==> config.mk <==
export PLATFORM = sky130hd
export DESIGN_NAME = request_arbiter
export DESIGN_NICKNAME = d
export VERILOG_FILES = /design/src/rtl/request_pkg.sv /design/src/rtl/rr_arbiter.sv /design/src/rtl/request_arbiter.sv
export SDC_FILE = /design/constraint.sdc
export NUM_CORES = 1
export LEC_CHECK = 0
export CORE_UTILIZATION = 30
export CTS_CLUSTER_DIAMETER = 60
export DETAILED_ROUTE_END_ITERATION = 16
export DONT_BUFFER_PORTS = 1
export RECOVER_POWER = 50
export SYNTH_ARGS = -nofsm -noshare
export SYNTH_HDL_FRONTEND = slang
export SYNTH_SLANG_ARGS = --single-unit
==> constraint.sdc <==
create_clock -name clk -period 3.03 [get_ports clk]
set_clock_uncertainty 0.15 [all_clocks]
set_input_delay 0.606 -clock clk [delete_from_list [all_inputs] [get_ports clk]]
set_output_delay 0.606 -clock clk [all_outputs]
set_load 0.02 [all_outputs]
==> src/rtl/request_pkg.sv <==
// Shared state encoding, arbitration-mode constants and a width helper
// for the request arbiter and its grant logic.
package request_pkg;

  typedef enum logic [1:0] {
    IDLE   = 2'd0,
    ACCESS = 2'd1,
    DONE   = 2'd2
  } state_t;

  localparam int ARB_FIXED = 0;
  localparam int ARB_RR    = 1;

  // Port-index width; kept at one bit minimum so a single-port build stays legal.
  function automatic int idx_width(input int nports);
    return (nports > 1) ? $clog2(nports) : 1;
  endfunction

endpackage

==> src/rtl/rr_arbiter.sv <==
// Combinational grant selection: fixed priority (lowest index) or
// round-robin search starting at the pointer.
module rr_arbiter
  import request_pkg::*;
#(
  parameter int NPORTS   = 2,
  parameter int ARB_MODE = ARB_FIXED,
  parameter int IDX_W    = idx_width(NPORTS)
) (
  input  logic [NPORTS-1:0] req_i,
  input  logic [IDX_W-1:0]  ptr_i,
  output logic [NPORTS-1:0] grant_o,
  output logic [IDX_W-1:0]  idx_o,
  output logic              valid_o
);

  logic [IDX_W-1:0] cand;

  always_comb begin
    // NOTE: every signal written here gets a default first, so no path through the loop infers a latch.
    grant_o = '0;
    idx_o   = '0;
    valid_o = 1'b0;
    cand    = '0;
    for (int k = 0; k < NPORTS; k++) begin
      if (ARB_MODE == ARB_RR) cand = IDX_W'((int'(ptr_i) + k) % NPORTS);
      else                    cand = IDX_W'(k);
      if (!valid_o && req_i[cand]) begin
        valid_o        = 1'b1;
        grant_o[cand]  = 1'b1;
        idx_o          = cand;
      end
    end
  end

endmodule

==> src/rtl/request_arbiter.sv <==
// Multi-port arbiter funnelling single load/store requests onto one RAM
// port, with per-port completion pulses and an access timeout.
module request_arbiter
  import request_pkg::*;
#(
  parameter int NPORTS   = 2,
  parameter int ADDR_W   = 32,
  parameter int DATA_W   = 32,
  parameter int ARB_MODE = ARB_FIXED,
  parameter int TIMEOUT  = 15
) (
  input  logic                     clk,
  input  logic                     nRST,
  input  logic [NPORTS-1:0]        req,
  input  logic [NPORTS-1:0]        wen,
  input  logic [NPORTS*ADDR_W-1:0] addr,
  input  logic [NPORTS*DATA_W-1:0] wdata,
  output logic [NPORTS-1:0]        ready,
  output logic [NPORTS-1:0]        err,
  output logic [NPORTS*DATA_W-1:0] rdata,
  output logic                     ram_ren,
  output logic                     ram_wen,
  output logic [ADDR_W-1:0]        ram_addr,
  output logic [DATA_W-1:0]        ram_store,
  input  logic [DATA_W-1:0]        ram_load,
  input  logic                     ram_ready,
  output logic                     busy
);

  localparam int         IDX_W     = idx_width(NPORTS);
  localparam logic [7:0] TIMEOUT_C = 8'(TIMEOUT);

  if (TIMEOUT < 1 || TIMEOUT > 255) begin : g_bad_timeout
    $error("request_arbiter: TIMEOUT must be in 1..255");
  end

  state_t                   state_q, state_d;
  logic [IDX_W-1:0]         win_q, win_d, ptr_q, ptr_d;
  logic [7:0]               cnt_q, cnt_d;
  logic                     ram_ren_q, ram_ren_d, ram_wen_q, ram_wen_d;
  logic [ADDR_W-1:0]        ram_addr_q, ram_addr_d;
  logic [DATA_W-1:0]        ram_store_q, ram_store_d;
  logic [NPORTS-1:0]        ready_q, ready_d, err_q, err_d;
  logic [NPORTS*DATA_W-1:0] rdata_q, rdata_d;

  logic [NPORTS-1:0]        grant;
  logic [IDX_W-1:0]         grant_idx;
  logic                     grant_valid;

  rr_arbiter #(
    .NPORTS  (NPORTS),
    .ARB_MODE(ARB_MODE),
    .IDX_W   (IDX_W)
  ) u_arb (
    .req_i  (req),
    .ptr_i  (ptr_q),
    .grant_o(grant),
    .idx_o  (grant_idx),
    .valid_o(grant_valid)
  );

  always_comb begin
    state_d     = state_q;
    win_d       = win_q;
    ptr_d       = ptr_q;
    cnt_d       = cnt_q;
    ram_ren_d   = 1'b0;
    ram_wen_d   = 1'b0;
    ram_addr_d  = ram_addr_q;
    ram_store_d = ram_store_q;
    ready_d     = '0;
    err_d       = '0;
    rdata_d     = rdata_q;
    unique case (state_q)
      IDLE: begin
        if (grant_valid) begin
          state_d     = ACCESS;
          win_d       = grant_idx;
          cnt_d       = '0;
          ram_addr_d  = addr[int'(grant_idx)*ADDR_W +: ADDR_W];
          ram_store_d = wdata[int'(grant_idx)*DATA_W +: DATA_W];
          ram_wen_d   = |(wen & grant);
          ram_ren_d   = ~|(wen & grant);
        end
      end
      ACCESS: begin
        // Strobes stay registered and steady until the cycle we leave ACCESS.
        ram_ren_d = ram_ren_q;
        ram_wen_d = ram_wen_q;
        if (ram_ready) begin
          if (ram_ren_q) rdata_d[int'(win_q)*DATA_W +: DATA_W] = ram_load;
          state_d        = DONE;
          ready_d[win_q] = 1'b1;
          ram_ren_d      = 1'b0;
          ram_wen_d      = 1'b0;
        end else begin
          cnt_d = cnt_q + 8'd1;
          if (cnt_d == TIMEOUT_C) begin
            state_d        = DONE;
            ready_d[win_q] = 1'b1;
            err_d[win_q]   = 1'b1;
            ram_ren_d      = 1'b0;
            ram_wen_d      = 1'b0;
          end
        end
      end
      DONE: begin
        state_d = IDLE;
        if (ARB_MODE == ARB_RR) ptr_d = (int'(win_q) == NPORTS-1) ? '0 : win_q + 1'b1;
      end
      default: state_d = IDLE;
    endcase
  end

  always_ff @(posedge clk or negedge nRST) begin
    if (!nRST) begin
      state_q     <= IDLE;
      win_q       <= '0;
      ptr_q       <= '0;
      cnt_q       <= '0;
      ram_ren_q   <= 1'b0;
      ram_wen_q   <= 1'b0;
      ram_addr_q  <= '0;
      ram_store_q <= '0;
      ready_q     <= '0;
      err_q       <= '0;
      // NOTE: rdata is a small register bank rather than a RAM macro, so it is reset with everything else.
      rdata_q     <= '0;
    end else begin
      // NOTE: non-blocking assignments so every register samples the pre-edge values of the others.
      state_q     <= state_d;
      win_q       <= win_d;
      ptr_q       <= ptr_d;
      cnt_q       <= cnt_d;
      ram_ren_q   <= ram_ren_d;
      ram_wen_q   <= ram_wen_d;
      ram_addr_q  <= ram_addr_d;
      ram_store_q <= ram_store_d;
      ready_q     <= ready_d;
      err_q       <= err_d;
      rdata_q     <= rdata_d;
    end
  end

  assign ready     = ready_q;
  assign err       = err_q;
  assign rdata     = rdata_q;
  assign ram_ren   = ram_ren_q;
  assign ram_wen   = ram_wen_q;
  assign ram_addr  = ram_addr_q;
  assign ram_store = ram_store_q;
  assign busy      = (state_q != IDLE);

endmodule
**After elaboration in Yosys (flattened, before gate mapping)**

Cells that the tools add are included.

- Word-level logic and storage cells: 62
- Bits in registers: 145
- Input bits: 167
- Output and inout port bits: 135

- $add $sub $neg: 2
- Shifts and indexed selects: 4
- Magnitude comparators: 2
- Multiplexer cells: 26
- Reduce and logical (&&, ||, !) cells: 12
- Eq/ne operators: 5
- Bitwise logic cells: 1

Operator list:

| kind | number |
|---|---|
| 64-bit by 7-bit variable part select with 32-bit output | 2 |
| 64-bit bitwise mux | 1 |
| 32-bit by 33-bit variable shift with 64-bit output, first input constant | 1 |
| 32-bit by 33-bit variable part select with 64-bit output | 1 |
| 6-bit negator with 33-bit output | 1 |
| 2-bit 2-to-1 mux | 9 |
| 8-bit 2-to-1 mux | 2 |
| 8-bit one-hot mux with 2 select lines | 1 |
| 1-bit 2-to-1 mux | 9 |
| 8-bit by 1-bit adder with 8-bit output, second input constant | 1 |
| 8-bit by 4-bit == test with 1-bit output, second input constant | 1 |
| 3-bit AND reduction | 2 |
| 2-bit != test, second input constant | 2 |
| 1-bit one-hot mux with 2 select lines | 2 |
| 2-bit one-hot mux with 2 select lines | 1 |
| 2-bit AND reduction | 2 |
| 2-bit nonzero test | 2 |
| 3-bit != test, second input constant | 1 |
| 2-bit bitwise AND | 1 |
| 2-bit by 1-bit == test with 1-bit output, second input constant | 1 |
| 1-bit logical AND | 2 |
| 1-bit logical NOT | 2 |
| 2-bit logical NOT | 1 |
| 1-bit by 2-bit less-than comparator with 1-bit output, second input constant | 1 |
| 3 further kinds | 3 |

**Longest topological paths before layout**

Gate-level depths: netlist (run 1).

- Depth in word-level cells: 9
- Gate-level depth with buffers: 6
- Depth with buffers taken out: 5

**Cells and area by module**

A second synthesis (run 1) with hierarchy kept.

- Cells, all modules: 517
- Area total of the unflattened synthesis: 6187.2 um2

By module, submodules not included:

| module | area each (um2) | times used | sequential area each (um2) | cells an instance |
|---|---|---|---|---|
| request_arbiter | 6159.7 | 1 | 3628.5 | 513 |
| rr_arbiter | 27.5 | 1 | 0.0 | 4 |

**Worst setup path after synthesis (run 1)**

No wires, ideal clock.

- Kind: input to register
- Start point: input port req[1]
- End point: register state_q[0]
- Buffers on the path: 2
- Library setup time: 141 ps
- Stages on the path: 6
- Slack: 1017 ps
- Arrival time: 1722 ps
- Required time: 2739 ps
- Path through: or2_1 nand2_1 clkbuf_1 buf_1 nand3_1 a2bb2oi_1

- Word-level cells in the longest chain between the ends: 4

Ends and longest elaborated chain:

| element | RTL line | RTL |
|---|---|---|
| start, declared | request_arbiter.sv:14 | `input logic [NPORTS-1:0] req,` |
| 1-bit logical AND | rr_arbiter.sv:28 | `if (!valid_o && req_i[cand]) begin` |
| 1-bit 2-to-1 mux | rr_arbiter.sv:28 |  |
| 2-bit != test (no line) | n/a |  |
| 2-bit AND reduction (no line) | n/a |  |
| end signal, assigned | request_arbiter.sv:131 | `state_q <= state_d;` |
| end, declared | request_arbiter.sv:37 | `state_t state_q, state_d;` |

No other way between the ends.
A chain may end at the register's enable or synchronous reset.

**Worst setup path in the final report (run 1)**

- Start point: register state_q[1]
- End point: register rdata_q[19], in the netlist rdata[19]

- Word-level cells in the longest chain between the ends: 2

Ends and longest elaborated chain:

| element | RTL line | RTL |
|---|---|---|
| 2-bit by 1-bit == test with 1-bit output | request_arbiter.sv:74 | `unique case (state_q)` |
| 3-bit AND reduction (no line) | n/a |  |
| end signal, assigned | request_arbiter.sv:141 | `rdata_q <= rdata_d;` |
| end, declared | request_arbiter.sv:44 | `logic [NPORTS*DATA_W-1:0] rdata_q, rdata_d;` |

No other way between the ends.

==> metrics, run 1 <==
P_leak 3.10 nW; R2R depth 5; P per Cell Area 1110 mW/mm^2; FILL cells 1970; die area 0.0213 sq mm; Clock power frac 0.252; RSZ-0062 raised after global routing false; synth-to-layout area growth 13.3%; first-pass GRT wire length 22.7 mm; vias in the first global route 4005; Slew Limit Fails 0; Reg area 0.00363 sq mm; R2R setup slack 0.70 ns; fmax 0.429 GHz; failing checks negative hold slack; largest net degree at the start of global routing 146; Min-Delay Path Class primary input to async pin; clk buf depth 2; Synth top area share 0.585; Synth area leader dfrtp_1; Post-CTS Repair Setup Buffers 0; Setup CP Type flip-flop to flip-flop; setup_tns 0 ns; via/cell ratio 4.88; layout cells sized above 1 0.0890; DR vias 3839; die height 146 um; synthesized flop and latch total 145; worst r2r dst rdata[19]; syn avg cell area 12.1 sq um; Slew @ Worst Pin 0.620 ns; Clock Latency Late Sink 0.41 ns; TritonCTS Sinks 145; CTS tree done; synthesized cell area 0.00620 sq mm; Top Ports 302; worst r2r src state_q[1]; initial antenna violation count 0; CP endpoint rdata[19]; Initial Util 0.307; crit path max fanout 32; Fin. Hold Viols 145; worst IR drop on VDD 0.341 mV; total of max-cap violations 0; Setup violations, final 0; P_sw 3.34 mW; WL/cell 18.6 um; Worst setup startpoint state_q[1]; DRC 0; Power Internal 4.44 mW; Slew HR 0.586; core area 0.0202 sq mm; switching share of power 0.429; total power 7.77 mW; Req. time, crit path 3.17 ns; # diodes 0; register area share after synthesis 0.585; standard-cell rows 52; Sequential Power Share 0.583; Syn Inst Count 512; GP Congestion 0.879; Mapped Nets 681; Combinational Power Share 0.165; area of the multi-input gates 0.00244 sq mm; Arrival @ worst endpoint 2.48 ns; WL final 14.7 mm; I/O Buffers 0; Placed Cells incl. Taps 755; Pre-Repair DR Iteration Count 4; CP Launch Type flip-flop; width of the die 146 um; Yosys Warn Count 0; Layout Nets 673; HPWL after DPL 10.7 mm; fin crit period 2.33 ns; Non-Filler Instances 787; Hold Slack -0.265 ns; CTS buffer count 17; global-route usage over all layers 0.141; cts repair resizes 0; final antenna-violating net count 0; GR Overflow Total 0; Critical Path Sink Type flip-flop; H-tree depth 4; synth unique cells 38; Iter 0 DRT Violations 75; Synth area leaders dfrtp_1 (58%), mux2_1 (11%), mux2i_1 (10%); clock-pin slew on the worst setup and hold paths 0.07 ns; Period Utilization, post-route 0.770; Root Buffer clkbuf_16; run status complete, but fails checks
==> power groups by stage <==
stage / Combinational [mW] / Clock (mW) / Sequential [mW]
6_report: 1.28 / 1.96 / 4.53
5_1_grt: 1.51 / 2.11 / 4.64
4_1_cts: 1.32 / 2.02 / 4.55
3_5_place_dp: 1.34 / 0 / 4.57
3_3_place_gp: 1.22 / 0 / 4.56
2_1_floorplan: 1.10 / 0 / 4.28
==> Yosys cell counts, drive strengths merged <==
cell / instances
or4: 1
inv: 4
nand3: 10
o31ai: 1
a21oi: 3
o41ai: 2
a31oi: 1
clkbuf: 17
nand2: 75
and2: 2
o21a: 2
nor2: 2
xor2: 3
nor4: 2
ha: 2
o21ai: 76
buf: 15
or3b: 1
a21o: 1
mux2: 64
mux2i: 64
and3: 1
or2: 2
nor3: 3
nand4: 4
nor2b: 2
a22o: 3
a2bb2oi: 1
or3: 1
nor3b: 2
dfrtp: 145
==> area by class of cell <==
cell class / count / share of cell area
well taps: 270 / 0.0481
repair buffers: 5 / 0.00890
multi-input cells: 331 / 0.347
flip-flops and latches: 145 / 0.516
inverters: 4 / 0.00214
clock buffers: 18 / 0.0611
clock inverters: 14 / 0.0169
==> per-layer routing <==
metal,share of wire,up-vias,global-route usage
met1,0.38,1801,0.152
li1,-,1778,-
met5,0,-,0
met4,0.014,0,0.0595
met2,0.49,249,0.241
met3,0.11,11,0.0633
==> worst min-delay path by stage <==
stage,endpoint,slack (ns),cells after the start
global placement,rdata[36],0.16,0
finish,rdata[37],-0.27,0
CTS,rdata[36],-0.30,0
floorplan,cnt_q[0],0.16,0
detailed placement,rdata[36],0.16,0
global route,rdata[36],-0.30,0
==> state kept, by name (all words and copies together), names as in the netlist <==
name / cells
cnt_q: 8
ram_addr: 32
ram_wen: 1
win_q: 1
rdata: 64
ram_ren: 1
err: 2
ready: 2
state_q: 2
ram_store: 32
==> stage by stage <==
step / hold WS, ns / setup slack (ns) / area (sq um) / utilization
after CTS: -0.295 / 0.697 / 7030 / 0.347
after detailed placement: 0.164 / 0.716 / 6480 / 0.320
after global routing: -0.302 / 0.528 / 7030 / 0.347
final: -0.265 / 0.697 / 7030 / 0.347
after floorplan: 0.160 / 1.02 / 6200 / -
after global placement: 0.164 / 0.837 / 6480 / 0.320
==> kinds of logic (layout without fill, tap and decap cells) <==
family	Yosys count	in the layout	synth area share
AOI/OAI and AO/OA	90	90	0.0789
xor gates and xnor gates	3	3	0.00424
adders and majority gates	2	2	0.00403
buffers and inverters	36	41	0.0256
DFF	145	145	0.585
muxes	128	128	0.219
and+or+nand+nor	108	108	0.0829
==> critical path, cell delays in order, from the launching register on <==
cell and delay, ns:
dfrtp_1 0.41, nor2b_1 0.44, nand2_1 0.19, nor3b_4 0.20, buf_4 0.41, mux2_1 0.37
==> layout by cell type, fill, tap and decap left out, drive strengths merged, types with 2 or more instances in the layout <==
cell type | Yosys | layout
mux2i | 64 | 64
xor2 | 3 | 3
clkinvlp | 0 | 4
clkinv | 0 | 2
o21ai | 76 | 76
buf | 15 | 5
and2 | 2 | 2
nor3b | 2 | 2
a22o | 3 | 3
nor3 | 3 | 3
ha | 2 | 2
a21oi | 3 | 3
nand4 | 4 | 4
clkbuf | 17 | 18
mux2 | 64 | 64
nor2 | 2 | 2
inv | 4 | 12
dfrtp | 145 | 145
nand3 | 10 | 10
or2 | 2 | 2
o21a | 2 | 2
nor2b | 2 | 2
o41ai | 2 | 2
nor4 | 2 | 2
nand2 | 75 | 75
Power figures use the tool's default switching activity.
==> run 2: changes to the inputs <==
clock period = 2.35 ns   (was 3.03 ns; I/O delays follow)
==> run 2 against run 1 <==
  * The flow still finishes with violations (negative hold slack)
  * Routed wire length up 0.27%
  * Sequential power up 29%
  * Sequential share of layout area down 0.46 points
  * Critical path depth unchanged
  * Non-clock buffer count up 4
  * Cell area up 0.89%
  * Setup slack worse by 0.52 ns
  * Cell count up 0.76%
  * Critical path type unchanged
==> metrics, run 2 (synthesized netlist as in run 1, its figures left out) <==
FILL cells 1977 (+0.36%); die area 0.0213 sq mm (unchanged); Initial Util 0.307 (unchanged); Critical Path Sink Type flip-flop; Slew HR 0.603 (+0.0166); met2 WL 7.31 mm (+0.98%); cts repair resizes 0 (unchanged); fmax 0.460 GHz (+7.3%); first-pass GRT wire length 22.5 mm (-1.1%); Arrival @ worst endpoint 2.34 ns (-0.14 ns); WL/cell 18.5 um (-0.49%); WL final 14.7 mm (+0.27%); HPWL after DPL 10.8 mm (+0.53%); CTS tree done; most frequent cells in the layout dfrtp_1 (145), nand2_1 (74), mux2i_1 (64), o21ai_0 (62), mux2_1 (62); Pre-Repair DR Iteration Count 4 (unchanged); DR top layer met4; final antenna-violating net count 0 (unchanged); Slowest-stage cell, CP or4_1; synth-to-layout area growth 14.3%; Top Ports 302 (unchanged); worst-path cell chain ha_1, xor2_1, nand3_1, or4_1, nor4_4; Iter 0 DRT Violations 82 (+9.3%); Hold Buf Count CTS 1; R2R depth 5 (unchanged); CP endpoint err[1]; layout cells sized above 1 0.0940 (+0.00508); width of the die 146 um (unchanged); Crit path max-delay family simple AND/OR/NAND/NOR gates; TritonCTS Sinks 145 (unchanged); WL met1 5.76 mm (+2.2%); Period Utilization, post-route 0.925 (+0.155); Worst setup startpoint cnt_q[0]; max reg flops 64 (unchanged); Crit. path cell count 5 (unchanged); RSZ-0062 raised after global routing false; R2R setup slack 0.18 ns (-0.52 ns); largest net degree at the start of global routing 146 (unchanged); P_leak 3.12 nW (+0.83%); die height 146 um (unchanged); Slew @ Worst Pin 0.595 ns (-0.0248 ns); worst IR drop on VDD 0.640 mV (+88%); Fin. Hold Viols 145 (unchanged); I/O Buffers 0 (unchanged); initial antenna violation count 2 (+2); clock-pin slew on the worst setup and hold paths 0.07 ns (about the same); failing checks negative hold slack; Layout Nets 677 (+0.59%); GR Overflow Total 0 (unchanged); Setup violations, final 0 (unchanged); clk buf depth 2 (unchanged); worst r2r dst err[1]; standard-cell rows 52 (unchanged); P per Cell Area 1410 mW/mm^2 (+28%); Largest stage delay, worst path 0.61 ns (+0.17 ns); core area 0.0202 sq mm (unchanged); DRC 0 (unchanged); vias in the first global route 3975 (-0.75%); Req. time, crit path 2.52 ns (-0.65 ns); CP Launch Type flip-flop; commonest non-fill, non-tap cell in the layout dfrtp_1; WP buf/inv 0 (-1); CTS buffer count 17 (unchanged); DR vias 3828 (-0.29%); total of max-cap violations 0 (unchanged); run status complete, but fails checks; crit path max fanout 8 (-75%); setup_tns 0 ns (unchanged); Clock Latency Late Sink 0.41 ns (about the same); Slew Limit Fails 0 (unchanged); Hold Slack -0.404 ns (-0.138 ns); Root Buffer clkbuf_16; fin crit period 2.17 ns (-0.159 ns); Post-CTS Repair Setup Buffers 0 (unchanged); worst r2r src cnt_q[0]; via/cell ratio 4.83 (-1.0%); GP Congestion 0.853 (-3.0%); met3 WL 1.48 mm (-7.1%); global-route usage over all layers 0.140 (-0.00137); H-tree depth 4 (unchanged); Min-Delay Path Class primary input to async pin; Setup CP Type flip-flop to flip-flop
## run 2: cell types whose count changed in the layout (fill, tap and decap cells not counted), sizes merged
cell and change:
diode +2, dlygate4sd3 +1, buf +3
## run 2: worst min-delay path by stage
stage                     from      endpoint  slack (ns)  cells after the start
after floorplan           nRST      cnt_q[0]        0.02                      0
after global placement    nRST     rdata[36]        0.03                      0
after detailed placement  nRST      rdata[5]        0.03                      0
after CTS                 nRST  ram_store[8]       -0.43                      0
after global routing      nRST      rdata[5]       -0.43                      0
final                     nRST  ram_store[8]       -0.40                      0
## run 2: power by group
part / switching (mW) / internal [mW] / total [mW]
Sequential: 2.23 / 3.61 / 5.84
Combinational: 0.918 / 0.750 / 1.67
Clock: 1.13 / 1.38 / 2.52
Total: 4.28 / 5.74 / 10.0
## run 2: worst reg2reg max path: cells and delay by family, from the launching register on
family / cells / cell delay, ns
and+or+nand+nor: 3 / 1.02
DFF: 1 / 0.46
adders and majority gates: 1 / 0.28
xor gates and xnor gates: 1 / 0.17
## run 2: area by class of cell
class / count / area, sq um / area share
Antenna cell: 2 / 5.00 / 0.000706
Clock buffer: 18 / 429 / 0.0605
Clock inverter: 14 / 119 / 0.0168
Inverter: 4 / 15.0 / 0.00212
Multi-Input combinational cell: 331 / 2440 / 0.344
Sequential cell: 145 / 3630 / 0.512
Tap cell: 270 / 338 / 0.0476
Timing Repair Buffer: 9 / 120 / 0.0169
## run 2: through the flow
stage	instance area (sq um)	cells	power, mW	util	setup slack (ns)
global placement	6530	758	7.47	0.323	0.302
floorplan	6200	512	6.94	-	0.413
CTS	7090	791	10.2	0.350	0.167
detailed placement	6530	758	7.61	0.323	0.175
finish	7090	793	10.0	0.350	0.177
global route	7090	793	10.6	0.350	0.0847
## run 2: layer usage
layer  GRT usage  vias up
li1            -     1802
met5           0        -
met2       0.234      234
met4      0.0726        0
met1       0.153     1784
met3      0.0561        8
==> run 3: changes to the inputs <==
clock period = 2.7 ns   (was 2.35 ns; I/O delays follow)
==> run 3 against run 2 <==
  * The run still ends with negative hold slack left
  * Sequential share of layout area increased by 0.14 points
  * Worst hold slack improved by 0.072 ns
  * Via count is 0.47% higher
  * Clock power is 13% lower
  * Cell area shrank 0.26%
  * Total power decreased by 13%
  * Cell count decreased by 0.13%
  * Critical path depth fell by 3
  * Combinational power is 12% lower
  * Largest power group unchanged
==> metrics, run 3 (synthesized netlist as in run 1, its figures left out) <==
Min-Delay Path Class primary input to async pin; FILL cells 1986 (+0.46%); layer with the highest usage met2; crit path max fanout 6 (-2); initial antenna violation count 2 (unchanged); met2 Use GR 0.235 (+0.000718); Top Ports 302 (unchanged); Root Buffer clkbuf_16; via/cell ratio 4.86 (+0.60%); global-route usage over all layers 0.144 (+0.00382); P_leak 3.12 nW (-0.14%); worst-path cell chain nor2_1, inv_1; I/O Buffers 0 (unchanged); clk buf depth 2 (unchanged); WL/cell 18.6 um (+0.39%); Clock Latency Late Sink 0.42 ns (about the same); DR vias 3846 (+0.47%); Setup CP Type flip-flop to primary output; run status complete, but fails checks; width of the die 146 um (unchanged); first-pass GRT wire length 22.9 mm (+2.2%); CTS buffer count 17 (unchanged); CTS tree done; fmax 0.460 GHz; Slew @ Worst Pin 0.631 ns (+0.0360 ns); die area 0.0213 sq mm (unchanged); P per Cell Area 1230 mW/mm^2 (-13%); total of max-cap violations 0 (unchanged); Largest stage delay, worst path 0.44 ns (-0.17 ns); Layout Nets 677 (unchanged); GR Overflow Total 0 (unchanged); final antenna-violating net count 0 (unchanged); total power 8.73 mW (-13%); most frequent cells in the layout dfrtp_1 (145), nand2_1 (74), mux2i_1 (64), o21ai_0 (62), mux2_1 (62); area of the multi-input gates 0.00244 sq mm (unchanged); layout cells sized above 1 0.0962 (+0.00210); Setup violations, final 0 (unchanged); clock-pin slew on the worst setup and hold paths 0.07 ns (about the same); H-tree depth 4 (unchanged); Iter 0 DRT Violations 92 (+12%); Post-DP Area 0.00652 sq mm (about the same); Slowest-stage cell, CP nor2_1; Slew HR 0.579 (-0.0240); core area 0.0202 sq mm (unchanged); die height 146 um (unchanged); HPWL after DPL 11.0 mm (+1.7%); standard-cell rows 52 (unchanged); Arrival @ worst endpoint 1.48 ns (-0.86 ns); commonest non-fill, non-tap cell in the layout dfrtp_1; Fin. Hold Viols 145 (unchanged); vias in the first global route 4093 (+3.0%); Period Utilization, post-route 0.804; worst IR drop on VDD 0.399 mV (-38%); synth-to-layout area growth 14.0%; Pre-Repair DR Iteration Count 4 (unchanged); failing checks negative hold slack; Hold Slack -0.332 ns (+0.0717 ns); max reg flops 64 (unchanged); WP buf/inv 1 (+1); GP Congestion 0.838 (-1.8%); fin crit period 2.17 ns; Req. time, crit path 2.01 ns (-0.51 ns); Slew Limit Fails 0 (unchanged); TritonCTS Sinks 145 (unchanged); grt met1 use 0.153 (about the same); met3 usage 0.0771 (+0.0210); fin util 0.350 (-0.000927); largest net degree at the start of global routing 146 (unchanged); RSZ-0062 raised after global routing false; setup_tns 0 ns (unchanged); Reg area 0.00363 sq mm (unchanged); WL final 14.7 mm (+0.27%); Initial Util 0.307 (unchanged); CP Launch Type flip-flop; post-layout instance area 0.00707 sq mm (-0.26%); Critical Path Sink Type primary output; DRC 0 (unchanged); Crit path max-delay family simple AND/OR/NAND/NOR gates
==> run 3: cell count changes in the layout (fill, tap and decap cells not counted), sizes merged <==
| cell | change |
|---|---|
| clkbuf | -1 |
| dlygate4sd3 | -1 |
| buf | +1 |
==> run 3: cell type report <==
cell class                      instances  share of cell area
Antenna cell                            2            0.000708
Tap cell                              270              0.0478
Clock inverter                         14              0.0168
Multi-Input combinational cell        331               0.345
Inverter                                4             0.00212
Clock buffer                           17              0.0601
Sequential cell                       145               0.513
Timing Repair Buffer                    9              0.0149
==> run 3: worst paths after layout <==
check | startpoint | endpoint | slack (ns) | cells after the start
max | state_q[0] | busy | 0.53 | 2
min | nRST | ram_store[7] | -0.33 | 0
max reg2reg | cnt_q[2] | state_q[0] | 0.58 | 4
min reg2reg | cnt_q[7] | cnt_q[7] | 0.37 | 2
max in group asynchronous | nRST | ram_addr[18] | 2.54 | 0
min in group clk | req[0] | win_q | 0.06 | 1
==> run 3: repair_timing <==
action / CTS / global route
buffers inserted: 0 / 0
gates resized for setup: 0 / 0
endpoints found under the hold margin: 145 / 145
==> run 3: routing by layer <==
layer | up-vias | part of all wire
met2 | 242 | 0.47
met1 | 1807 | 0.38
li1 | 1788 | -
met4 | 0 | 0.024
met5 | - | 0
met3 | 9 | 0.12
==> run 3: where the power goes <==
group          internal, mW  leakage (nW)  total, mW  switching, mW
registers              3.14          1.81       5.08           1.94
clock network          1.20         0.257       2.18          0.986
logic                 0.658          1.05       1.47          0.808
==> run 3: through the flow <==
step | hold slack [ns] | instances | setup WS (ns)
2_1_floorplan | 0.0944 | 512 | 0.753
3_3_place_gp | 0.0978 | 759 | 0.648
3_5_place_dp | 0.0970 | 759 | 0.595
4_1_cts | -0.359 | 790 | 0.506
5_1_grt | -0.374 | 792 | 0.416
6_report | -0.332 | 792 | 0.528
